### src/rtl/sar_result_fifo.sv
// sar_result_fifo: captures SAR codes on eoc, optionally box-car averages them, and queues results in a show-ahead FIFO.
module sar_result_fifo #(
  parameter int DEPTH    = 8,
  parameter int AVG_LOG2 = 2
) (
  input  logic                     clk,
  input  logic                     rst,
  input  logic                     eoc,
  input  logic [7:0]               sar,
  input  logic                     avg_en,
  output logic [7:0]               out_data,
  output logic                     out_valid,
  input  logic                     out_ready,
  output logic [$clog2(DEPTH):0]   count,
  output logic                     overflow,
  input  logic                     clr_ovf
);
  localparam int AW = $clog2(DEPTH);
  localparam int SW = 8 + AVG_LOG2;
  localparam logic [AW:0] FULL = (AW+1)'(DEPTH);
  logic [7:0]          r_mem [DEPTH];
  logic [AW-1:0]       r_wp, r_rp;
  logic [AW:0]         r_cnt;
  logic [SW-1:0]       r_acc;
  logic [AVG_LOG2-1:0] r_scnt;
  logic                r_ovf;
  logic [SW-1:0]       w_sum;
  logic [7:0]          w_res;
  logic                w_push, w_pop, w_full, w_wr, w_drop;
  always_comb begin
    w_sum  = r_acc + SW'(sar);
    w_push = eoc & (~avg_en | (&r_scnt));
    w_res  = avg_en ? w_sum[AVG_LOG2 +: 8] : sar;
    w_pop  = out_valid & out_ready;
    w_full = r_cnt == FULL;
    w_wr   = w_push & (~w_full | w_pop);
    w_drop = w_push & w_full & ~w_pop;
  end
  assign out_valid = r_cnt != '0;
  assign out_data  = out_valid ? r_mem[r_rp] : '0;
  assign count     = r_cnt;
  assign overflow  = r_ovf;
  always_ff @(posedge clk)
    if (w_wr) r_mem[r_wp] <= w_res;
  // scnt wraps to 0 on its own after the last sample of a window
  always_ff @(posedge clk or posedge rst) begin
    if (rst) begin
      r_acc  <= '0;
      r_scnt <= '0;
      r_wp   <= '0;
      r_rp   <= '0;
      r_cnt  <= '0;
      r_ovf  <= 1'b0;
    end else begin
      r_acc  <= (!avg_en || (eoc && &r_scnt)) ? '0 : eoc ? w_sum : r_acc;
      r_scnt <= !avg_en ? '0 : eoc ? r_scnt + AVG_LOG2'(1) : r_scnt;
      if (w_wr) r_wp <= r_wp + AW'(1);
      if (w_pop) r_rp <= r_rp + AW'(1);
      r_cnt  <= r_cnt + (AW+1)'(w_wr) - (AW+1)'(w_pop);
      r_ovf  <= w_drop | (r_ovf & ~clr_ovf);
    end
  end
endmodule

### config.mk
export PLATFORM = sky130hd
export DESIGN_NAME = sar_result_fifo
export DESIGN_NICKNAME = d
export VERILOG_FILES = /design/src/rtl/sar_result_fifo.sv
export SDC_FILE = /design/constraint.sdc
export NUM_CORES = 1
export LEC_CHECK = 0
export CAP_MARGIN = 30
export CORE_MARGIN = 2
export CORE_UTILIZATION = 40
export DETAILED_ROUTE_END_ITERATION = 10
export PLACE_DENSITY = 0.64
export SETUP_SLACK_MARGIN = 0.02
export SYNTH_ARGS = -nofsm -noshare
export SYNTH_HDL_FRONTEND = slang
export SYNTH_SLANG_ARGS = --single-unit
### constraint.sdc
create_clock -name clk -period 3.07 [get_ports clk]
set_input_delay 0.7675 -clock clk [delete_from_list [all_inputs] [get_ports clk]]
set_output_delay 0.7675 -clock clk [all_outputs]
set_load 0.01 [all_outputs]
==> qor.yml <==
power_and_ir_drop:
  power_switching_share_pct: 31.7
  leakagePower_nw: 1.86
  power_mw: 3.93
  p_int_mw: 2.69
  peakVddDrop_mv: 0.283
  seqPwrFrac_pct: 42.5
  pwr-share-comb_pct: 37.2
  power_density_nw_per_um2: 795
  p_clk_share_pct: 20.4
  switching_power_mw: 1.25
cts:
  cts_num_sinks: 87
  clk_pin_slew_ns: 0.09
  cts_made_buffers: 9
  htree_levels: 3
  cts_tree: "yes"
  cts_hold_buf: 0
  cts_root_buf: "clkbuf_8"
  insertion_delay_ns: 0.35
  clk_path_buf_depth: 2
final_layout:
  area_growth_pct: 19.8
  final_cell_mix: "edfxtp_1, clkdlybuf4s50_1, nor2_1, dfrtp_1, buf_4"
  diodes: 0
  drive_gt1_share_pct: 19.4
  mostFrequentLayoutCell: "edfxtp_1"
  n_fill_cell: 922
  finalInstanceArea_um2: 4940
  nets: 368
drt:
  vias: 2483
  wirelength_um: 8200
  via_per_inst: 5.21
  wire_per_inst_um: 17.2
  ant_nets: 0
  drcViolationCount: 0
  first_pass_iters: 4
  drt_iter0_drc: 200
timing:
  slew_viol_final: 0
  setup_viol: 0
  tns_ns: 0
  worst_pin_slew_ns: 0.932
  hold_slack_ns: 0.528
  period_needed_ns: 2.93
  worst_slack_ns: 0.137
  finClkSkew_ns: 0.00920
  max_slew_margin_pct: 37.2
  fmax_mhz: 341
  finalHoldViolations: 0
  rsz0062_at_grt: "false"
  fin_crit_sh_pct: 95.5
grt:
  antenna_found_initial: 0
  track_usage_pct: 15.7
  met3_usage_pct: 2.84
  busiest_layer: "met2"
  grt_use_met1_pct: 20.7
  grt_pass1_vias: 2561
  gr-total-overflow: 0
  grtUsageMet2_pct: 26.2
  grt_pass1_wl_um: 13200
  grt_max_degree: 24
placement:
  hpwl_um: 5610
  io_buffers: 27
  dp_slack_ns: -0.204
  placed_area_um2: 4690
  place_congestion: 0.772
synthesis:
  synth.top_cell.area_share_pct: 46.6
  synthesis.area_um2: 4130
  synth_nets: 318
  yosys-top-cells-area: "edfxtp_1, dfrtp_1, mux4_2"
  ys_types: 48
  async_reset_ff_share_pct: 26.4
  postSynthAreaPerCell_um2: 14.4
  synth-seq-area-share_pct: 60.5
  synth_edf_count: 64
  postSynthRegisterBits: 87
  yosysWarnings: 0
  synthCells: 286
  yosysTopAreaCell: "edfxtp_1"
  synth-main-ff-cell: "edfxtp_1"
setup_path:
  r2r_start: "r_acc[0]$_DFFE_PP0P_"
  cp.arrival_ns: 2.17
  crit_path_max_fanout: 9
  crit_path_start_kind: "flop"
  crit_required_ns: 2.30
  critPathMaxStageDelay_ns: 0.51
  end_kind: "output pin"
  worstPathCellList: "buf_12, mux4_2, mux2i_2, nor2_1, clkdlybuf4s50_1"
  ff2ff_path_depth: 7
  slowest_stage: "mux4_2"
  rr_endpoint: "r_mem[3][4]$_DFFE_PP_"
  rrSetupSlack_ns: 0.73
  crit_type: "reg2out"
floorplan:
  die_h_um: 106
  core_um2: 10200
  die-area_um2: 11100
  num_rows: 37
  ios: 28
  fp.dieW_um: 106
  initial_core_util_pct: 40.5
run:
  cap_viol_max_count: 0
hold_path:
  min_from: "r_wp[0]$_DFFE_PP0P_"
  min_path_type: "reg2reg"
  worstHoldEndpoint: "r_wp[0]$_DFFE_PP0P_"
  min_path_cells: 2
status:
  outcome: "finished clean"
==> synthesized netlist by cell type, drive strengths merged, types with 6 or more instances <==
master  instances
inv            12
buf             8
xor2            6
nor2b           6
mux2i          10
nor2           22
a21oi           9
edfxtp         64
dfrtp          23
nand4           6
mux4           16
ha             16
nand2          17
nand2b          8
==> state kept, by name, summed over array words and instances, names as in the netlist <==
register and cells:
overflow 1, r_acc 10, r_rp 3, r_wp 3, count 4, r_scnt 2
r_mem 64
==> through the flow <==
| stage | cells | utilization (%) |
|---|---|---|
| finish | 477 | 48.6 |
| global route | 477 | 48.6 |
| CTS | 475 | 48.1 |
| detailed placement | 459 | 46.0 |
| global placement | 459 | 46.0 |
| floorplan | 286 | - |
==> cell type report <==
cell class                 instances  area, µm²  area share (%)
clock buffer                      10        128            2.58
clock inverter                     6       70.1            1.42
inverter                          12       45.0           0.911
tap                              136        170            3.44
multi-input combinational        175       1540            31.1
timing repair buffer              51        493            9.97
sequential                        87       2500            50.6
==> repair_timing <==
| action | in CTS | in global routing |
|---|---|---|
| buffers inserted | 0 | 1 |
| gates cloned | 0 | 1 |
| resized for setup | 2 | 3 |
| pin swaps | 0 | 0 |
| endpoints found under the setup margin | 9 | 16 |
==> per-layer routing <==
layer	part of all wire [%]	wire (µm)
met4	1.2	97
met5	0	0
met2	50	4130
met1	45	3690
met3	3.4	280
==> power by group through the flow <==
stage                     logic (mW)  registers [mW]  clock network (mW)
after floorplan                0.974            1.58                   0
after global placement          1.39            1.67                   0
after detailed placement        1.42            1.69                   0
after CTS                       1.43            1.67               0.823
after global routing            1.63            1.70               0.872
final                           1.46            1.67               0.801
==> cell families after synthesis <==
kind of cell | count (synthesis) | share of synthesized area (%)
DFF | 87 | 60.5
and+or+nand+nor | 75 | 9.31
AOI/OAI and AO/OA | 42 | 7.52
muxes | 29 | 12.1
buffers and inverters | 24 | 2.43
adders and majority gates | 18 | 5.82
xor gates and xnor gates | 11 | 2.33
==> worst max-delay path, delay by kind of cell (launching register included) <==
| kind | cells | cell delay [ns] |
|---|---|---|
| flops | 1 | 0.43 |
| mux | 2 | 0.68 |
| buf+inv | 2 | 0.64 |
| simple gates | 1 | 0.05 |
==> how the worst max path moves through the flow <==
| stage | endpoint | slack [ns] | start | cells past startpoint |
|---|---|---|---|---|
| 2_1_floorplan | r_mem[0][6]$_DFFE_PP_ | 0.45 | sar[0] | 5 |
| 3_3_place_gp | r_mem[0][4]$_DFFE_PP_ | -0.08 | sar[0] | 8 |
| 3_5_place_dp | r_mem[1][2]$_DFFE_PP_ | -0.20 | sar[0] | 7 |
| 4_1_cts | out_valid | 0.03 | count[2]$_DFF_PP0_ | 5 |
| 5_1_grt | out_data[4] | 0.02 | r_rp[0]$_DFFE_PP0N_ | 5 |
| 6_report | out_data[2] | 0.14 | r_rp[0]$_DFFE_PP0N_ | 5 |
(Power assumes the default switching activity.)
